## config.mk

```make
export PLATFORM = sky130hd
export DESIGN_NAME = id_ex_stage
export DESIGN_NICKNAME = d
export VERILOG_FILES = /design/src/rtl/id_ex_stage.sv
export SDC_FILE = /design/constraint.sdc
export NUM_CORES = 1
export LEC_CHECK = 0
export BUFFER_PORTS_ARGS = -buffer_cell sky130_fd_sc_hd__buf_2
export CAP_MARGIN = 10
export CORE_AREA = 2 2 154 156
export CTS_CLUSTER_SIZE = 24
export DETAILED_ROUTE_END_ITERATION = 12
export DIE_AREA = 0 0 156 158
export PLACE_DENSITY_LB_ADDON = 0.08
export SLEW_MARGIN = 5
export SYNTH_ARGS = -nofsm -noshare
export SYNTH_HDL_FRONTEND = slang
export SYNTH_SLANG_ARGS = --single-unit
```

## constraint.sdc

```tcl
create_clock -name clk -period 3.29 [get_ports clk]
set_input_delay 0.658 -clock clk [delete_from_list [all_inputs] [get_ports clk]]
set_output_delay 0.658 -clock clk [all_outputs]
set_load 0.02 [all_outputs]
```

## src/rtl/id_ex_stage.sv

```systemverilog
// ID/EX pipeline register: write-back bypass into the read operands, load-use bubble
// insertion, branch flush, EX-side operand forwarding and a saturating stall counter.
module id_ex_stage #(
    parameter int XLEN     = 32,
    parameter int ALU_OP_W = 4,
    parameter int CNT_W    = 16
) (
    input  logic                clk,
    input  logic                rst_n,
    input  logic                id_valid,
    input  logic [XLEN-1:0]     id_pc,
    input  logic [4:0]          id_rs1,
    input  logic [4:0]          id_rs2,
    input  logic                id_use_rs1,
    input  logic                id_use_rs2,
    input  logic [4:0]          id_rd,
    input  logic [XLEN-1:0]     id_rd1,
    input  logic [XLEN-1:0]     id_rd2,
    input  logic [XLEN-1:0]     id_imm,
    input  logic                id_reg_we,
    input  logic                id_mem_rd,
    input  logic                id_mem_we,
    input  logic                id_alu_src_b,
    input  logic [ALU_OP_W-1:0] id_alu_op,
    input  logic [1:0]          id_wb_sel,
    input  logic                flush,
    input  logic [4:0]          exm_rd,
    input  logic                exm_we,
    input  logic [XLEN-1:0]     exm_result,
    input  logic [4:0]          wb_rd,
    input  logic                wb_we,
    input  logic [XLEN-1:0]     wb_data,
    output logic                stall,
    output logic                ex_valid,
    output logic [XLEN-1:0]     ex_pc,
    output logic [XLEN-1:0]     ex_imm,
    output logic [4:0]          ex_rd,
    output logic                ex_reg_we,
    output logic                ex_mem_rd,
    output logic                ex_mem_we,
    output logic                ex_alu_src_b,
    output logic [ALU_OP_W-1:0] ex_alu_op,
    output logic [1:0]          ex_wb_sel,
    output logic [XLEN-1:0]     ex_opa,
    output logic [XLEN-1:0]     ex_opb_reg,
    output logic [CNT_W-1:0]    stall_cnt
);

    logic [4:0]      ex_rs1;
    logic [4:0]      ex_rs2;
    logic [XLEN-1:0] opa_p1;
    logic [XLEN-1:0] opb_p1;
    logic [XLEN-1:0] rd1_byp;
    logic [XLEN-1:0] rd2_byp;
    logic            hz;

    // A matching, enabled, non-x0 producer replaces the operand value.
    function automatic logic [XLEN-1:0] pick(input logic [4:0] rs, input logic we,
                                             input logic [4:0] rd, input logic [XLEN-1:0] data,
                                             input logic [XLEN-1:0] dflt);
        return (we && rd != 5'd0 && rd == rs) ? data : dflt;
    endfunction

    function automatic logic [CNT_W-1:0] sat_inc(input logic [CNT_W-1:0] cnt);
        return (cnt == {CNT_W{1'b1}}) ? cnt : cnt + 1'b1;
    endfunction

    assign rd1_byp = pick(id_rs1, wb_we, wb_rd, wb_data, id_rd1);
    assign rd2_byp = pick(id_rs2, wb_we, wb_rd, wb_data, id_rd2);

    assign hz = id_valid && ex_valid && ex_mem_rd && ex_rd != 5'd0 &&
                ((id_use_rs1 && id_rs1 == ex_rd) || (id_use_rs2 && id_rs2 == ex_rd));

    assign stall = rst_n && hz && !flush;

    // ID -> EX boundary
    always_ff @(posedge clk or negedge rst_n) begin
        if (!rst_n) begin
            ex_valid     <= 1'b0;
            ex_pc        <= '0;
            ex_imm       <= '0;
            ex_rd        <= '0;
            ex_rs1       <= '0;
            ex_rs2       <= '0;
            ex_reg_we    <= 1'b0;
            ex_mem_rd    <= 1'b0;
            ex_mem_we    <= 1'b0;
            ex_alu_src_b <= 1'b0;
            ex_alu_op    <= '0;
            ex_wb_sel    <= '0;
            opa_p1       <= '0;
            opb_p1       <= '0;
            stall_cnt    <= '0;
        end else if (flush || hz) begin
            // Bubble: control cleared, datapath fields keep their previous contents.
            ex_valid  <= 1'b0;
            ex_rd     <= '0;
            ex_reg_we <= 1'b0;
            ex_mem_rd <= 1'b0;
            ex_mem_we <= 1'b0;
            if (!flush) begin
                stall_cnt <= sat_inc(stall_cnt);
            end
        end else begin
            ex_valid     <= id_valid;
            ex_pc        <= id_pc;
            ex_imm       <= id_imm;
            ex_rd        <= id_rd;
            ex_rs1       <= id_rs1;
            ex_rs2       <= id_rs2;
            ex_reg_we    <= id_reg_we && id_valid;
            ex_mem_rd    <= id_mem_rd;
            ex_mem_we    <= id_mem_we && id_valid;
            ex_alu_src_b <= id_alu_src_b;
            ex_alu_op    <= id_alu_op;
            ex_wb_sel    <= id_wb_sel;
            opa_p1       <= rd1_byp;
            opb_p1       <= rd2_byp;
        end
    end

    // EX forwarding: EX/MEM result wins over MEM/WB data.
    assign ex_opa     = pick(ex_rs1, exm_we, exm_rd, exm_result,
                             pick(ex_rs1, wb_we, wb_rd, wb_data, opa_p1));
    assign ex_opb_reg = pick(ex_rs2, exm_we, exm_rd, exm_result,
                             pick(ex_rs2, wb_we, wb_rd, wb_data, opb_p1));

endmodule

```

==> results of run 1 <==
[worst max-delay path by stage]
stage | to
after floorplan | ex_opa[10]
after global placement | ex_opa[28]
after detailed placement | ex_opa[28]
after CTS | ex_opb_reg[2]
after global routing | ex_opb_reg[2]
final | ex_opb_reg[2]
[cells in the final DEF, fill, tap and decap left out, drive strengths merged, types with 9 or more instances in the layout]
cell type	synthesis	routed
buf	31	414
mux2	211	211
dfrtp	170	170
mux2i	64	64
nand2	37	37
xnor2	36	36
nor2	36	36
a21oi	34	34
o21ai	34	34
xor2	18	18
clkbuf	17	17
nand4	11	11
nor4	11	11
nand3	10	10
clkinv	0	9
[area by class of cell]
class	count	area share (%)
multi-input cells	533	39.2
flip-flops and latches	170	34.5
repair buffers	414	18.3
clock buffers	17	3.45
well taps	290	2.95
clock inverters	15	1.44
diodes	8	0.163
inverters	1	0.0305
[report_power, final]
group / switching, µW / internal [µW]
clock: 995 / 1030
sequential: 116 / 2280
combinational: 701 / 597
[routing by layer]
layer  vias up  track usage (%)  share of wire [%]
met5         -                0               0.10
met4         4             7.51                1.8
met3        29             5.97                6.7
met2       248             37.9                 52
met1      3529             24.9                 40
li1       3471                -                  -
[per-stage QoR]
stage | util, % | total power (µW) | area [µm²]
finish | 53.4 | 5720 | 12300
global route | 53.4 | 5990 | 12300
CTS | 53.4 | 5790 | 12300
detailed placement | 50.7 | 3740 | 11700
global placement | 50.7 | 3730 | 11700
floorplan | - | 3180 | 9290
[registers in the layout, indices dropped and copies added, names as in the netlist]
signal and count:
ex_imm 32, ex_pc 32, opa_p1 32, opb_p1 32, stall_cnt 16, ex_rd 5, ex_rs1 5, ex_rs2 5
ex_alu_op 4, ex_wb_sel 2, ex_alu_src_b 1, ex_mem_rd 1, ex_mem_we 1, ex_reg_we 1, ex_valid 1
[cells by family after synthesis]
family | count (synthesis) | synth area share (%)
buf+inv | 49 | 2.84
fa+ha+maj | 1 | 0.135
mux | 275 | 34.9
flops | 170 | 45.8
xor+xnor | 54 | 5.09
simple gates | 130 | 6.97
compound gates | 73 | 4.30
[repair_timing]
item | in CTS | in global routing
setup endpoints to repair | 2 | 0
gates resized for setup | 1 | 0
hold buffers | 0 | 0
[worst max-delay path, delay by kind of cell, from the launching register on]
family | cells | cell delay, ns
xor gates and xnor gates | 1 | 0.18
buffers and inverters | 2 | 0.41
DFF | 1 | 0.44
AOI/OAI and AO/OA | 1 | 0.22
and+or+nand+nor | 2 | 0.76
==> impl_metrics.env, run 1 <==
export IMPL_status="complete, no violations"
export IMPL_grt_pass1_wl_um=40600
export IMPL_remaining_drc_errors=0
export IMPL_yosys_top_cells_area="dfrtp_1, mux2_2, mux2_4"
export IMPL_cts_path_max_buffers=2
export IMPL_synth_most_common_cell="dfrtp_1"
export IMPL_ir_worst_vdd_mv=0.329
export IMPL_rsz0062_at_grt="no"
export IMPL_syn_num_nets=988
export IMPL_viasPerCell=5.03
export IMPL_yosys_top_cells_count="dfrtp_1, mux2_2, mux2i_1"
export IMPL_hold_viol=0
export IMPL_die_h_um=158
export IMPL_syn2layout_area_growth_pct=32.6
export IMPL_crit_chain="xnor2_1 -> nand3_1 -> or4_2 -> buf_12 -> a21oi_1 -> buf_2"
export IMPL_ys_seq_area_share_pct=45.8
export IMPL_cts_buffers=17
export IMPL_period_needed_ns=3.14
export IMPL_cts_root_buf="clkbuf_16"
export IMPL_num_rows=56
export IMPL_ys_warn_count=0
export IMPL_crit_slowest_cell="or4_2"
export IMPL_grt_pass1_vias=7425
export IMPL_syn_avg_cell_area_um2=12.4
export IMPL_reg2reg_depth=6
export IMPL_setup_ws_ns=0.147
export IMPL_rr_endpoint="opa_p1[1]$_DFFE_PN0N_"
export IMPL_dp_cells=1408
export IMPL_overflow=0
export IMPL_wire_per_inst_um=18.6
export IMPL_required_ns=2.63
export IMPL_yosysTopAreaCell="dfrtp_1"
export IMPL_max_slew_margin_pct=46.8
export IMPL_path_clk_slew_ns=0.08
export IMPL_cts_max_level=4
export IMPL_power_density_nw_per_um2=464
export IMPL_leakagePower_uw=0.00567
export IMPL_multi_input_area_um2=4820
export IMPL_synth_async_sr_flop_share_pct=100
export IMPL_hpwlAfterDp_um=20000
export IMPL_drt_iter0_drc=283
export IMPL_grt_max_degree=100
export IMPL_fin_crit_sh_pct=95.5
export IMPL_timing_critical_path_to_type="primary output"
export IMPL_worstSetupPathType="reg2out"
export IMPL_post_cts_setup_buffer_count=0
export IMPL_first_pass_iters=5
export IMPL_hold_ws_ns=0.0257
export IMPL_dp_slack_ns=0.0745
export IMPL_synth_edf_count=0
export IMPL_max_stage_delay_ns=0.68
export IMPL_cp_arrival_ns=2.49
export IMPL_synth_top_area_share_pct=45.8
export IMPL_rrSetupSlack_ns=1.01
export IMPL_finalClockSkew_ns=0.0181
export IMPL_cp_startpoint="ex_rs2[3]$_DFFE_PN0N_"
export IMPL_regArea_um2=4250
export IMPL_synthFlopType="dfrtp_1"
export IMPL_max_freq_mhz=318
export IMPL_cts_sinks=170
export IMPL_setup_viol=0
export IMPL_die_area_um2=24600
export IMPL_routabilityCongestion=0.828
export IMPL_antenna_found_initial=8
export IMPL_track_usage_pct=21.4
export IMPL_critPathLaunchType="flip-flop"
export IMPL_core_um2=23100
export IMPL_maxCapViolCount=0
export IMPL_ys_ff_latch=170
export IMPL_ant_nets=0
export IMPL_pin_count=396
export IMPL_io_buffers=395
export IMPL_tightest_slew_ns=0.797
export IMPL_worstHoldPathType="in2async"
export IMPL_synthCells=752
export IMPL_setup_tns_final_ns=0
export IMPL_tritoncts="done"
export IMPL_die_x_um=156
export IMPL_wl_um=27000
export IMPL_nNetsFinal=1373
export IMPL_yosysUniqueCellTypes=39
export IMPL_nFillCells=2106
export IMPL_stdcell_count=1448
export IMPL_timing_rr_start="ex_rd[1]$_DFF_PN0_"
export IMPL_slew_viol_final=0
export IMPL_via_count=7281
export IMPL_drive_above_1_share_pct=58.0
export IMPL_mappedNetlistArea_um2=9290
export IMPL_start_util_pct=40.3
export IMPL_clk_insertion_delay_late_ns=0.43
export IMPL_cp_max_fo=64
Note: power is estimated with default switching activity, not from simulation.
==> inputs of run 2 (changes only) <==
RECOVER_POWER = 100   (was unset)
==> run 2 against run 1 <==
The run now ends with capacitance limit, slew limit left. Count of clock-buffer cells in the layout stayed put. Critical path depth grew 2. Non-clock buffer count stayed put. Clock skew about the same. Sequential share of layout area grew 0.64 points. Routed wire length decreased by 0.32%. Critical path type is now in2out. Critical endpoint is now ex_opb_reg[28]. Largest power group unchanged.
==> impl_metrics.env, run 2 (same netlist as run 1, synthesis figures left out) <==
export IMPL_status="finished, violations left"
export IMPL_violations="capacitance limit, slew limit"
export IMPL_routabilityCongestion=0.828
export IMPL_dp_cells=1408
export IMPL_crit_chain="buf_2 -> or4_4 -> o21ai_4 -> nor3_4 -> buf_12 -> mux2i_1 -> a21oi_1 -> clkbuf_1"
export IMPL_io_buffers=395
export IMPL_die_x_um=156
export IMPL_start_util_pct=40.3
export IMPL_grt_use_met2_pct=37.9
export IMPL_via_count=7286
export IMPL_drive_above_1_share_pct=46.5
export IMPL_stdcell_area_um2=12100
export IMPL_path_clk_slew_ns=0.08
export IMPL_wl_um=26900
export IMPL_rsz0062_at_grt="no"
export IMPL_cts_root_buf="clkbuf_16"
export IMPL_grt_pass1_wl_um=40600
export IMPL_slew_viol_final=61
export IMPL_viasPerCell=5.03
export IMPL_core_um2=23100
export IMPL_grt_util_met1_pct=24.9
export IMPL_finalClockSkew_ns=0.0181
export IMPL_worstSetupPathType="in2out"
export IMPL_max_slew_margin_pct=-3.53
export IMPL_cts_max_level=4
export IMPL_setup_tns_final_ns=0
export IMPL_timing_critical_path_to_type="primary output"
export IMPL_syn2layout_area_growth_pct=30.1
export IMPL_wire_per_inst_um=18.6
export IMPL_remaining_drc_errors=0
export IMPL_maxCapViolCount=1
export IMPL_ant_nets=0
export IMPL_grt_use_met3_pct=5.97
export IMPL_worstHoldPathType="in2async"
export IMPL_cp_startpoint="wb_rd[1]"
export IMPL_layout_common_cells="buf_2, dfrtp_1, mux2_2, clkbuf_1, mux2i_1"
export IMPL_setup_viol=0
export IMPL_tritoncts="done"
export IMPL_period_needed_ns=3.17
export IMPL_gr_max_usage_layer="met2"
export IMPL_leakagePower_uw=0.00526
export IMPL_drt_iter0_drc=322
export IMPL_clk_insertion_delay_late_ns=0.43
export IMPL_max_freq_mhz=315
export IMPL_die_area_um2=24600
export IMPL_detailed_place_area_um2=11700
export IMPL_cp_arrival_ns=2.51
export IMPL_cp_max_fo=31
export IMPL_nFillCells=2177
export IMPL_track_usage_pct=21.4
export IMPL_nNetsFinal=1373
export IMPL_stdcell_count=1448
export IMPL_timing_rr_start="ex_rd[1]$_DFF_PN0_"
export IMPL_crit_slowest_cell="or4_4"
export IMPL_die_h_um=158
export IMPL_max_stage_delay_ns=0.55
export IMPL_hpwlAfterDp_um=20000
export IMPL_ir_worst_vdd_mv=0.330
export IMPL_pin_count=396
export IMPL_power_density_nw_per_um2=469
export IMPL_final_common_cell="buf_2"
export IMPL_grt_pass1_vias=7425
export IMPL_grt_max_degree=100
export IMPL_required_ns=2.63
export IMPL_post_cts_setup_buffer_count=0
export IMPL_cts_sinks=170
export IMPL_first_pass_iters=4
export IMPL_overflow=0
export IMPL_num_rows=56
export IMPL_tightest_slew_ns=1.55
export IMPL_critPathLaunchType="input port"
export IMPL_cts_path_max_buffers=2
export IMPL_fin_crit_sh_pct=96.4
export IMPL_hold_viol=0
export IMPL_antenna_found_initial=8
export IMPL_cts_buffers=17
## run 2: cell types whose count changed in the layout (fill, tap and decap cells not counted), sizes merged
| cell | delta |
|---|---|
| clkbuf | +161 |
| buf | -161 |
## run 2: cell type report
| class | instances | area (µm²) | area share, % |
|---|---|---|---|
| repair buffers | 414 | 2040 | 16.9 |
| diodes | 8 | 20.0 | 0.166 |
| well taps | 290 | 363 | 3.00 |
| flip-flops and latches | 170 | 4250 | 35.2 |
| inverters | 1 | 3.75 | 0.0310 |
| clock buffers | 17 | 425 | 3.52 |
| clock inverters | 15 | 178 | 1.47 |
| multi-input cells | 533 | 4810 | 39.8 |
## run 2: worst max-delay path, delay by kind of cell
kind / cells / cell delay (ns)
simple gates: 2 / 0.64
compound gates: 2 / 0.40
mux: 1 / 0.18
buf+inv: 3 / 0.59
## run 2: repair_timing
item,4_1_cts,5_1_grt
setup endpoints to repair,2,0
hold buffers,0,0
gates resized for setup,1,0
## run 2: where the power goes
part	switching [µW]	internal [µW]	total [µW]
Clock	995	1030	2020
Sequential	118	2280	2400
Combinational	702	549	1250
Total	1810	3860	5670
## run 2: final timing paths
path,end,slack [ns],cells past startpoint
max in group asynchronous,opa_p1[19]$_DFFE_PN0N_,1.05,2
min in group clk,ex_rd[2]$_DFF_PN0_,0.43,2
min reg2reg,ex_pc[25]$_DFFE_PN0N_,0.51,1
max,ex_opb_reg[28],0.12,8
max reg2reg,opa_p1[1]$_DFFE_PN0N_,0.48,6
min,ex_pc[0]$_DFFE_PN0N_,0.25,1
## run 2: stage by stage
step	worst slack [ns]	utilization [%]	total power (µW)	hold slack [ns]
global route	0.0341	52.5	5950	0.273
global placement	0.0762	50.7	3730	0.484
finish	0.118	52.5	5670	0.251
detailed placement	0.0745	50.7	3740	0.485
floorplan	0.162	-	3180	0.362
CTS	0.140	53.4	5790	0.0107
## run 2: metal layers
metal  vias up  routed length (µm)
met3        27                1800
met4         4                 455
met1      3541               10600
li1       3472                   -
met2       242               14000
met5         -                  27
==> inputs of run 3 (changes only) <==
ABC_CLOCK_PERIOD_IN_PS = 3600   (was unset)
PLACE_DENSITY_LB_ADDON = 0.25   (was 0.08)
clock period = 3.6 ns   (was 3.29 ns; I/O delays follow)
==> run 3 against run 2 <==
The flow still finishes with violations (capacitance limit, slew limit). Register-to-register slack improved by 0.17 ns. Combinational power decreased by 9.6%. Critical path type unchanged. Global-route usage decreased by 0.41 points. Sequential share of layout area increased by 0.37 points. Routed wire length decreased by 1.4%. Highest routed layer unchanged. Clock skew decreased by 0.0036 ns. Hold slack improved by 0.25 ns. Power decreased by 9.0%. Largest power group unchanged. Cell count decreased by 0.83%. Via count decreased by 0.93%. Largest cell class unchanged. Sequential power decreased by 8.7%. Sequential cell count unchanged.
==> impl_metrics.env, run 3 (same netlist as run 1, synthesis figures left out) <==
export IMPL_status="finished, violations left"
export IMPL_violations="capacitance limit, slew limit"
export IMPL_finalClockSkew_ns=0.0145
export IMPL_final_common_cell="buf_2"
export IMPL_crit_slowest_cell="or4_4"
export IMPL_tightest_slew_ns=1.63
export IMPL_syn2layout_area_growth_pct=28.8
export IMPL_post_cts_setup_buffer_count=0
export IMPL_regArea_um2=4250
export IMPL_path_depth=8
export IMPL_swShare_pct=31.8
export IMPL_max_slew_margin_pct=-8.89
export IMPL_nFillCells=2141
export IMPL_required_ns=2.88
export IMPL_comb_power_share_pct=21.9
export IMPL_die_h_um=158
export IMPL_track_usage_pct=21.0
export IMPL_dp_slack_ns=0.184
export IMPL_whs_path_depth=1
export IMPL_worstHoldPathType="reg2reg"
export IMPL_setup_tns_final_ns=0
export IMPL_cp_top_family="simple AND/OR/NAND/NOR gates"
export IMPL_power_density_nw_per_um2=431
export IMPL_io_buffers=395
export IMPL_first_pass_iters=5
export IMPL_slew_viol_final=182
export IMPL_cts_hold_buf=0
export IMPL_cts_path_max_buffers=2
export IMPL_nNetsFinal=1366
export IMPL_max_stage_delay_ns=0.55
export IMPL_die_area_um2=24600
export IMPL_clk_insertion_delay_late_ns=0.42
export IMPL_crit_buf_inv=3
export IMPL_cp_max_fo=32
export IMPL_crit_chain="buf_2 -> or4_4 -> o21ai_4 -> nor3_2 -> buf_12 -> mux2i_1 -> o21ai_0 -> clkbuf_2"
export IMPL_hold_viol=0
export IMPL_setup_ws_ns=0.162
export IMPL_rsz0062_at_grt="no"
export IMPL_critPathLaunchType="input port"
export IMPL_period_needed_ns=3.44
export IMPL_hpwlAfterDp_um=19900
export IMPL_cts_sinks=170
export IMPL_max_freq_mhz=291
export IMPL_overflow=0
export IMPL_intPower_uw=3520
export IMPL_seq_power_share_pct=42.4
export IMPL_cts_buffers=17
export IMPL_via_count=7218
export IMPL_core_um2=23100
export IMPL_worstSetupPathType="in2out"
export IMPL_viasPerCell=5.03
export IMPL_p_sw_uw=1640
export IMPL_setup_viol=0
export IMPL_fin_crit_sh_pct=95.5
export IMPL_leakagePower_uw=0.00519
export IMPL_remaining_drc_errors=0
export IMPL_layout_common_cells="buf_2, dfrtp_1, mux2_2, clkbuf_1, mux2i_1"
export IMPL_path_clk_slew_ns=0.08
export IMPL_cts_max_level=4
export IMPL_drt_iter0_drc=397
export IMPL_maxCapViolCount=2
export IMPL_cp_arrival_ns=2.72
export IMPL_p_clk_share_pct=35.7
export IMPL_num_rows=56
export IMPL_tritoncts="done"
export IMPL_start_util_pct=40.3
export IMPL_reg2reg_depth=6
export IMPL_routabilityCongestion=0.852
export IMPL_grt_max_degree=120
export IMPL_drive_above_1_share_pct=45.5
export IMPL_ant_nets=0
export IMPL_timing_critical_path_to_type="primary output"
export IMPL_wl_um=26500
export IMPL_ir_worst_vdd_mv=0.294
export IMPL_wire_per_inst_um=18.4
export IMPL_cts_root_buf="clkbuf_16"
export IMPL_cts_resized_gates=0
export IMPL_antenna_found_initial=4
export IMPL_pin_count=396
export IMPL_multi_input_area_um2=4800
export IMPL_die_x_um=156
export IMPL_grt_pass1_wl_um=39900
export IMPL_grt_pass1_vias=7204
-- run 3: per-stage QoR --
step | util [%] | power [µW] | hold WS [ns] | area, µm² | std cells
final | 51.9 | 5160 | 0.497 | 12000 | 1436
after detailed placement | 50.3 | 3410 | 0.486 | 11600 | 1401
after global routing | 51.9 | 5410 | 0.488 | 12000 | 1435
after CTS | 52.9 | 5270 | 0.447 | 12200 | 1433
after global placement | 50.3 | 3390 | 0.485 | 11600 | 1401
after floorplan | - | 2910 | 0.424 | 9290 | 752
-- run 3: power groups by stage --
stage,logic [µW],clock network (µW),registers [µW]
floorplan,596,0,2310
global placement,1170,0,2220
detailed placement,1180,0,2220
CTS,1190,1890,2190
global route,1230,1970,2210
finish,1130,1840,2190
-- run 3: worst register-to-register path, stage by stage (launching register included) --
cell and delay [ns]:
dfrtp_1 0.43, xnor2_1 0.19, nand4_1 0.13, o22ai_1 0.43, a21oi_1 0.17, clkbuf_2 0.84
mux2_2 0.64
-- run 3: worst paths after layout --
path	from	slack (ns)	endpoint
max in group asynchronous	rst_n	0.77	opa_p1[29]$_DFFE_PN0N_
worst min register to register	stall_cnt[8]$_DFFE_PN0P_	0.50	stall_cnt[8]$_DFFE_PN0P_
worst max-delay path	wb_rd[1]	0.16	ex_opa[2]
worst max register to register	ex_rd[1]$_DFF_PN0_	0.65	opa_p1[2]$_DFFE_PN0N_
worst min-delay path	stall_cnt[8]$_DFFE_PN0P_	0.50	stall_cnt[8]$_DFFE_PN0P_
min in group asynchronous	rst_n	1.10	opb_p1[18]$_DFFE_PN0N_
-- run 3: cell type report --
class / count / share of cell area [%]
inverters: 1 / 0.0314
clock buffers: 18 / 3.59
diodes: 3 / 0.0627
flip-flops and latches: 170 / 35.5
clock inverters: 14 / 1.48
multi-input cells: 533 / 40.1
well taps: 290 / 3.03
repair buffers: 407 / 16.1
-- run 3: routing by layer --
metal / wire length, µm / share of wire, % / GRT usage (%) / vias to the layer above
li1: - / - / - / 3461
met1: 10800 / 41 / 25.5 / 3448
met2: 13300 / 50 / 36.5 / 282
met3: 1960 / 7.4 / 6.10 / 25
met4: 421 / 1.6 / 5.64 / 2
met5: 13 / 0.049 / 0 / -
